$ cat src/rtl/commit_trace_monitor.sv
// Run-control and commit-trace monitor: records the last DEPTH retired
// instructions and halts the run on a halt-PC commit, cycle budget or stall watchdog.
module commit_trace_monitor #(
  parameter int unsigned     PC_W        = 32,
  parameter int unsigned     DEPTH       = 16,
  parameter logic [PC_W-1:0] HALT_PC     = 'h400,
  parameter int unsigned     MAX_CYCLES  = 1000,
  parameter int unsigned     STALL_LIMIT = 64,
  parameter int unsigned     CNT_W       = 32,
  localparam int unsigned    AW          = $clog2(DEPTH)
) (
  input  logic             clk,
  input  logic             rst,
  input  logic             clear,
  input  logic             commit_valid,
  input  logic [PC_W-1:0]  commit_pc,
  input  logic [31:0]      commit_inst,
  input  logic [4:0]       commit_rd,
  input  logic             commit_we,
  input  logic [PC_W-1:0]  commit_wdata,
  input  logic [AW-1:0]    trace_idx,
  output logic [PC_W-1:0]  trace_pc,
  output logic [31:0]      trace_inst,
  output logic [4:0]       trace_rd,
  output logic             trace_we,
  output logic [PC_W-1:0]  trace_wdata,
  output logic [AW:0]      trace_count,
  output logic             halt,
  output logic             freeze,
  output logic [1:0]       halt_cause,
  output logic [CNT_W-1:0] cycle_count,
  output logic [CNT_W-1:0] commit_count
);

  typedef enum logic {RUN, HALTED} state_t;

  state_t           state;
  logic [AW-1:0]    wr_ptr;
  logic [AW:0]      count_q;
  logic [CNT_W-1:0] cyc_q;
  logic [CNT_W-1:0] com_q;
  logic [CNT_W-1:0] idle_q;
  logic [1:0]       cause_q;

  logic [PC_W-1:0]  mem_pc    [DEPTH];
  logic [31:0]      mem_inst  [DEPTH];
  logic [4:0]       mem_rd    [DEPTH];
  logic             mem_we    [DEPTH];
  logic [PC_W-1:0]  mem_wdata [DEPTH];

  logic [CNT_W-1:0] cyc_next;
  logic [CNT_W-1:0] idle_next;
  logic             pc_hit;
  logic             cyc_hit;
  logic             wd_hit;
  logic             accept;

  always_comb begin
    cyc_next  = cyc_q + CNT_W'(1);
    idle_next = commit_valid ? '0 : idle_q + CNT_W'(1);
    pc_hit    = commit_valid && (commit_pc == HALT_PC);
    cyc_hit   = (MAX_CYCLES != 0) && (cyc_next == CNT_W'(MAX_CYCLES));
    wd_hit    = (STALL_LIMIT != 0) && (idle_next == CNT_W'(STALL_LIMIT));
    accept    = (state == RUN) && !clear && commit_valid;
  end

  always_ff @(posedge clk or posedge rst) begin
    if (rst) begin
      state   <= RUN;
      wr_ptr  <= '0;
      count_q <= '0;
      cyc_q   <= '0;
      com_q   <= '0;
      idle_q  <= '0;
      cause_q <= '0;
    end else if (clear) begin
      state   <= RUN;
      wr_ptr  <= '0;
      count_q <= '0;
      cyc_q   <= '0;
      com_q   <= '0;
      idle_q  <= '0;
      cause_q <= '0;
    end else if (state == RUN) begin
      cyc_q  <= cyc_next;
      idle_q <= idle_next;
      if (commit_valid) begin
        wr_ptr <= wr_ptr + AW'(1);
        com_q  <= com_q + CNT_W'(1);
        if (count_q != (AW+1)'(DEPTH))
          count_q <= count_q + (AW+1)'(1);
      end
      // Priority order decides which single cause is recorded.
      if (pc_hit) begin
        state   <= HALTED;
        cause_q <= 2'd1;
      end else if (cyc_hit) begin
        state   <= HALTED;
        cause_q <= 2'd2;
      end else if (wd_hit) begin
        state   <= HALTED;
        cause_q <= 2'd3;
      end
    end
  end

  // Storage is not reset; trace_count masks stale entries.
  always_ff @(posedge clk) begin
    if (accept) begin
      mem_pc[wr_ptr]    <= commit_pc;
      mem_inst[wr_ptr]  <= commit_inst;
      mem_rd[wr_ptr]    <= commit_rd;
      mem_we[wr_ptr]    <= commit_we;
      mem_wdata[wr_ptr] <= commit_wdata;
    end
  end

  logic [AW-1:0] rd_ptr;
  logic          rd_ok;

  always_comb begin
    rd_ptr      = wr_ptr - count_q[AW-1:0] + trace_idx;
    rd_ok       = {1'b0, trace_idx} < count_q;
    trace_pc    = '0;
    trace_inst  = '0;
    trace_rd    = '0;
    trace_we    = 1'b0;
    trace_wdata = '0;
    if (rd_ok) begin
      trace_pc    = mem_pc[rd_ptr];
      trace_inst  = mem_inst[rd_ptr];
      trace_rd    = mem_rd[rd_ptr];
      trace_we    = mem_we[rd_ptr];
      trace_wdata = mem_wdata[rd_ptr];
    end
  end

  assign halt         = (state == HALTED);
  assign freeze       = halt;
  assign halt_cause   = cause_q;
  assign trace_count  = count_q;
  assign cycle_count  = cyc_q;
  assign commit_count = com_q;

endmodule

$ cat config.mk
export PLATFORM = sky130hd
export DESIGN_NAME = commit_trace_monitor
export DESIGN_NICKNAME = d
export VERILOG_FILES = /design/src/rtl/commit_trace_monitor.sv
export SDC_FILE = /design/constraint.sdc
export NUM_CORES = 2
export LEC_CHECK = 0
export CORE_MARGIN = 4
export CORE_UTILIZATION = 25
export CTS_CLUSTER_DIAMETER = 80
export DETAILED_ROUTE_END_ITERATION = 6
export RECOVER_POWER = 25
export SYNTH_ARGS = -nofsm -noshare
export SYNTH_HDL_FRONTEND = slang
export SYNTH_SLANG_ARGS = --single-unit
$ cat constraint.sdc
create_clock -name clk -period 12.4 [get_ports clk]
set_input_delay 3.72 -clock clk [delete_from_list [all_inputs] [get_ports clk]]
set_output_delay 3.72 -clock clk [all_outputs]
set_load 0.02 [all_outputs]
==> key figures <==
Clock tree
  • Hold-fix buffers, CTS: 0
  • Clock Sink Count: 1740
  • Root Buffer: clkbuf_16
  • TritonCTS clock tree: built
  • Clk slew on worst S/H paths: 0.06 ns
  • Setup Buffers After CTS: 0
  • Resized cells post-CTS: 0
  • Clock Path Buffers: 4
  • H-Tree Depth: 4
  • CTS Buf Count: 188
  • Clock latency on the worst-skew pair: 0.85 ns

Worst setup path
  • Endpoint class of the critical path: output pin
  • Crit path kind: primary input to output pin
  • RR Endpoint: mem_inst[9][21]
  • Worst-case reg-to-reg path depth: 7
  • Crit path launch type: primary input
  • R2r setup slk: 8.46 ns
  • CP max FO: 64
  • Critical Path RT: 8.68 ns
  • RR Startpoint: freeze
  • CP arrival: 8.45 ns

Finish
  • Nets@finish: 4017
  • Most common cell after layout, fill and taps aside: edfxtp_1
  • Most frequent cells in the layout: edfxtp_1, mux4_2, clkdlybuf4s50_1, a211oi_1, clkbuf_16
  • Synthesis-to-layout area growth: 19.9%
  • Share of cells above drive strength 1: 0.207

Die
  • Die Area: 0.285 mm²
  • CORE AREA: 0.275 mm²
  • Die Ht: 534 µm
  • Initial Utilization: 0.252
  • Die X-Extent: 534 µm
  • I/O Pins: 285
  • Rows: 192

Flow run
  • Max-Cap Viols: 1

Hold path
  • Worst hold path class: flip-flop to flip-flop
  • Hold EP: commit_count[31]
  • Min-Delay Startpoint: commit_count[31]
  • Worst hold stages: 2

Drt
  • Final WL: 176000 µm
  • Final ANT Viol Nets: 0
  • DRT Pass-1 Iters: 5
  • DR WL/cell: 22.8 µm
  • DR vias: 35800
  • # DRC: 0
  • 1st-iter DRT viols: 3262
  • DR vias/cell: 4.64

Yosys
  • Post-Syn Instances: 3491
  • Post-Syn Nets: 3621
  • Register area share after synthesis: 0.748
  • Ys async rst share: 0.0621
  • Synth cell types: 67
  • Syn avg cell area: 19.8 µm²
  • Yosys reg bits: 1740
  • Top FF cell, synth: edfxtp_1
  • Synthesized cell area: 0.0691 mm²
  • EDFF count, synth: 1632
  • Yosys warns: 0

Place
  • Worst slack, placed: 0.287 ns
  • Gpl congestion: 0.776
  • Detailed placement HPWL: 98600 µm
  • Port bufs: 284

STA
  • Final worst slack: 0.232 ns
  • Relative slew slack: -0.401
  • Final setup violation count: 0
  • Final Hold Violating Endpoints: 0
  • Worst Tran Pin Value: 2.09 ns
  • Setup tns final: 0 ns
  • Final min period: 12.17 ns
  • FMAX: 0.0822 GHz
  • Fin crit share: 0.981
  • Unrepaired setup endpoints after global routing: no
  • Skew final: 0.0794 ns
  • Slew Limit Fails: 48

Power
  • Pleak: 25.8 nW
  • Worst ir drop on vdd: 0.000117 V
  • P per Cell Area: 174 mW/mm²

Global route
  • Tot GR Track Use: 0.120
  • First-pass GRT wire length: 255000 µm
  • Vias in the first global route: 36000
  • Largest net degree at the start of global routing: 103
  • Total congestion overflow: 0
  • Initial antenna violation count: 52

Run status
  • Failing checks: capacitance limit, slew limit
  • Status: complete, but fails checks
worst max path at each step:
stage          slack [ns]    startpoint         endpoint
2_1_floorplan        0.59         clear   mem_inst[0][0]
3_3_place_gp         0.21  trace_idx[1]  trace_wdata[21]
3_5_place_dp         0.29  trace_idx[1]  trace_wdata[21]
5_1_grt              0.14  trace_idx[1]  trace_wdata[17]
4_1_cts              0.26  trace_idx[1]  trace_wdata[21]
6_report             0.23  trace_idx[1]   trace_wdata[4]
power breakdown:
part / total, mW / switching, mW / leakage, nW / internal [mW]
Combinational: 2.78 / 1.52 / 6.86 / 1.25
Clock: 5.21 / 2.27 / 2.76 / 2.94
Sequential: 6.48 / 0.0131 / 16.2 / 6.47
Total: 14.5 / 3.80 / 25.8 / 10.7
logic make-up after synthesis:
| kind of cell | after synthesis | synth area share |
|---|---|---|
| adder cells (fa/ha/maj) | 20 | 0.00394 |
| AO/OA/AOI/OAI | 347 | 0.0345 |
| buffers and inverters | 231 | 0.0132 |
| flip-flops | 1740 | 0.748 |
| multiplexers | 517 | 0.149 |
| XOR/XNOR | 77 | 0.00975 |
| AND/OR/NAND/NOR | 559 | 0.0422 |
sequential cells by signal (all words and copies together) (netlist names), 5 cells and up:
signal / cells
mem_inst: 512
mem_pc: 512
mem_wdata: 512
mem_rd: 80
commit_count: 32
cycle_count: 32
idle_q: 32
mem_we: 16
trace_count: 5
layer usage:
layer | up-vias | global-route usage | share of wire
met5 | - | 0 | 0.00082
met4 | 26 | 0.0311 | 0.024
met3 | 299 | 0.0295 | 0.078
met2 | 1238 | 0.184 | 0.46
met1 | 19000 | 0.170 | 0.44
li1 | 15200 | - | -
per-stage QoR:
step	cells	hold WS, ns	area, µm²	total power [mW]	utilization
finish	7715	0.545	82900	14.5	0.302
global route	7706	0.606	82900	15.1	0.302
CTS	7705	0.553	82900	14.7	0.302
detailed placement	7383	0.539	77300	9.44	0.281
global placement	7383	0.523	77300	9.44	0.281
floorplan	3491	0.544	69100	8.37	-
critical path, cell delays in order:
cell and delay [ns]:
clkdlybuf4s50_1 0.65, inv_1 0.13, fa_1 0.62, inv_1 0.07, ha_1 0.27, a21o_1 0.10, a21oi_1 0.11, xnor2_2 0.57
buf_4 0.35, buf_12 0.28, a211oi_1 0.08, a211oi_1 0.63, clkdlybuf4s50_1 0.74
cells in the mapped netlist (23+ instances only):
master,count,area [µm²]
edfxtp_1,1632,49000
mux4_2,408,9190
a211oi_1,205,1540
clkbuf_1,154,578
nor2_1,143,537
nor2b_1,111,694
dfrtp_1,108,2700
mux2i_1,108,1080
nand2_1,93,349
a21oi_1,60,300
xor2_1,46,403
buf_1,44,165
o21ai_0,39,195
nand3_1,33,165
xnor2_1,31,272
nor3_1,29,145
nand4_1,28,175
inv_1,23,86.3
or3_1,23,144
layout make-up:
type                    count  area [µm²]
fillers                 26500      192000
flip-flops and latches   1740       51700
multi-input cells        1520       16700
clock buffers             222        4850
well taps                3686        4610
repair buffers            414        4140
clock inverters           100         771
inverters                  23        87.6
diodes                     10        25.0
Power figures use the tool's default switching activity.
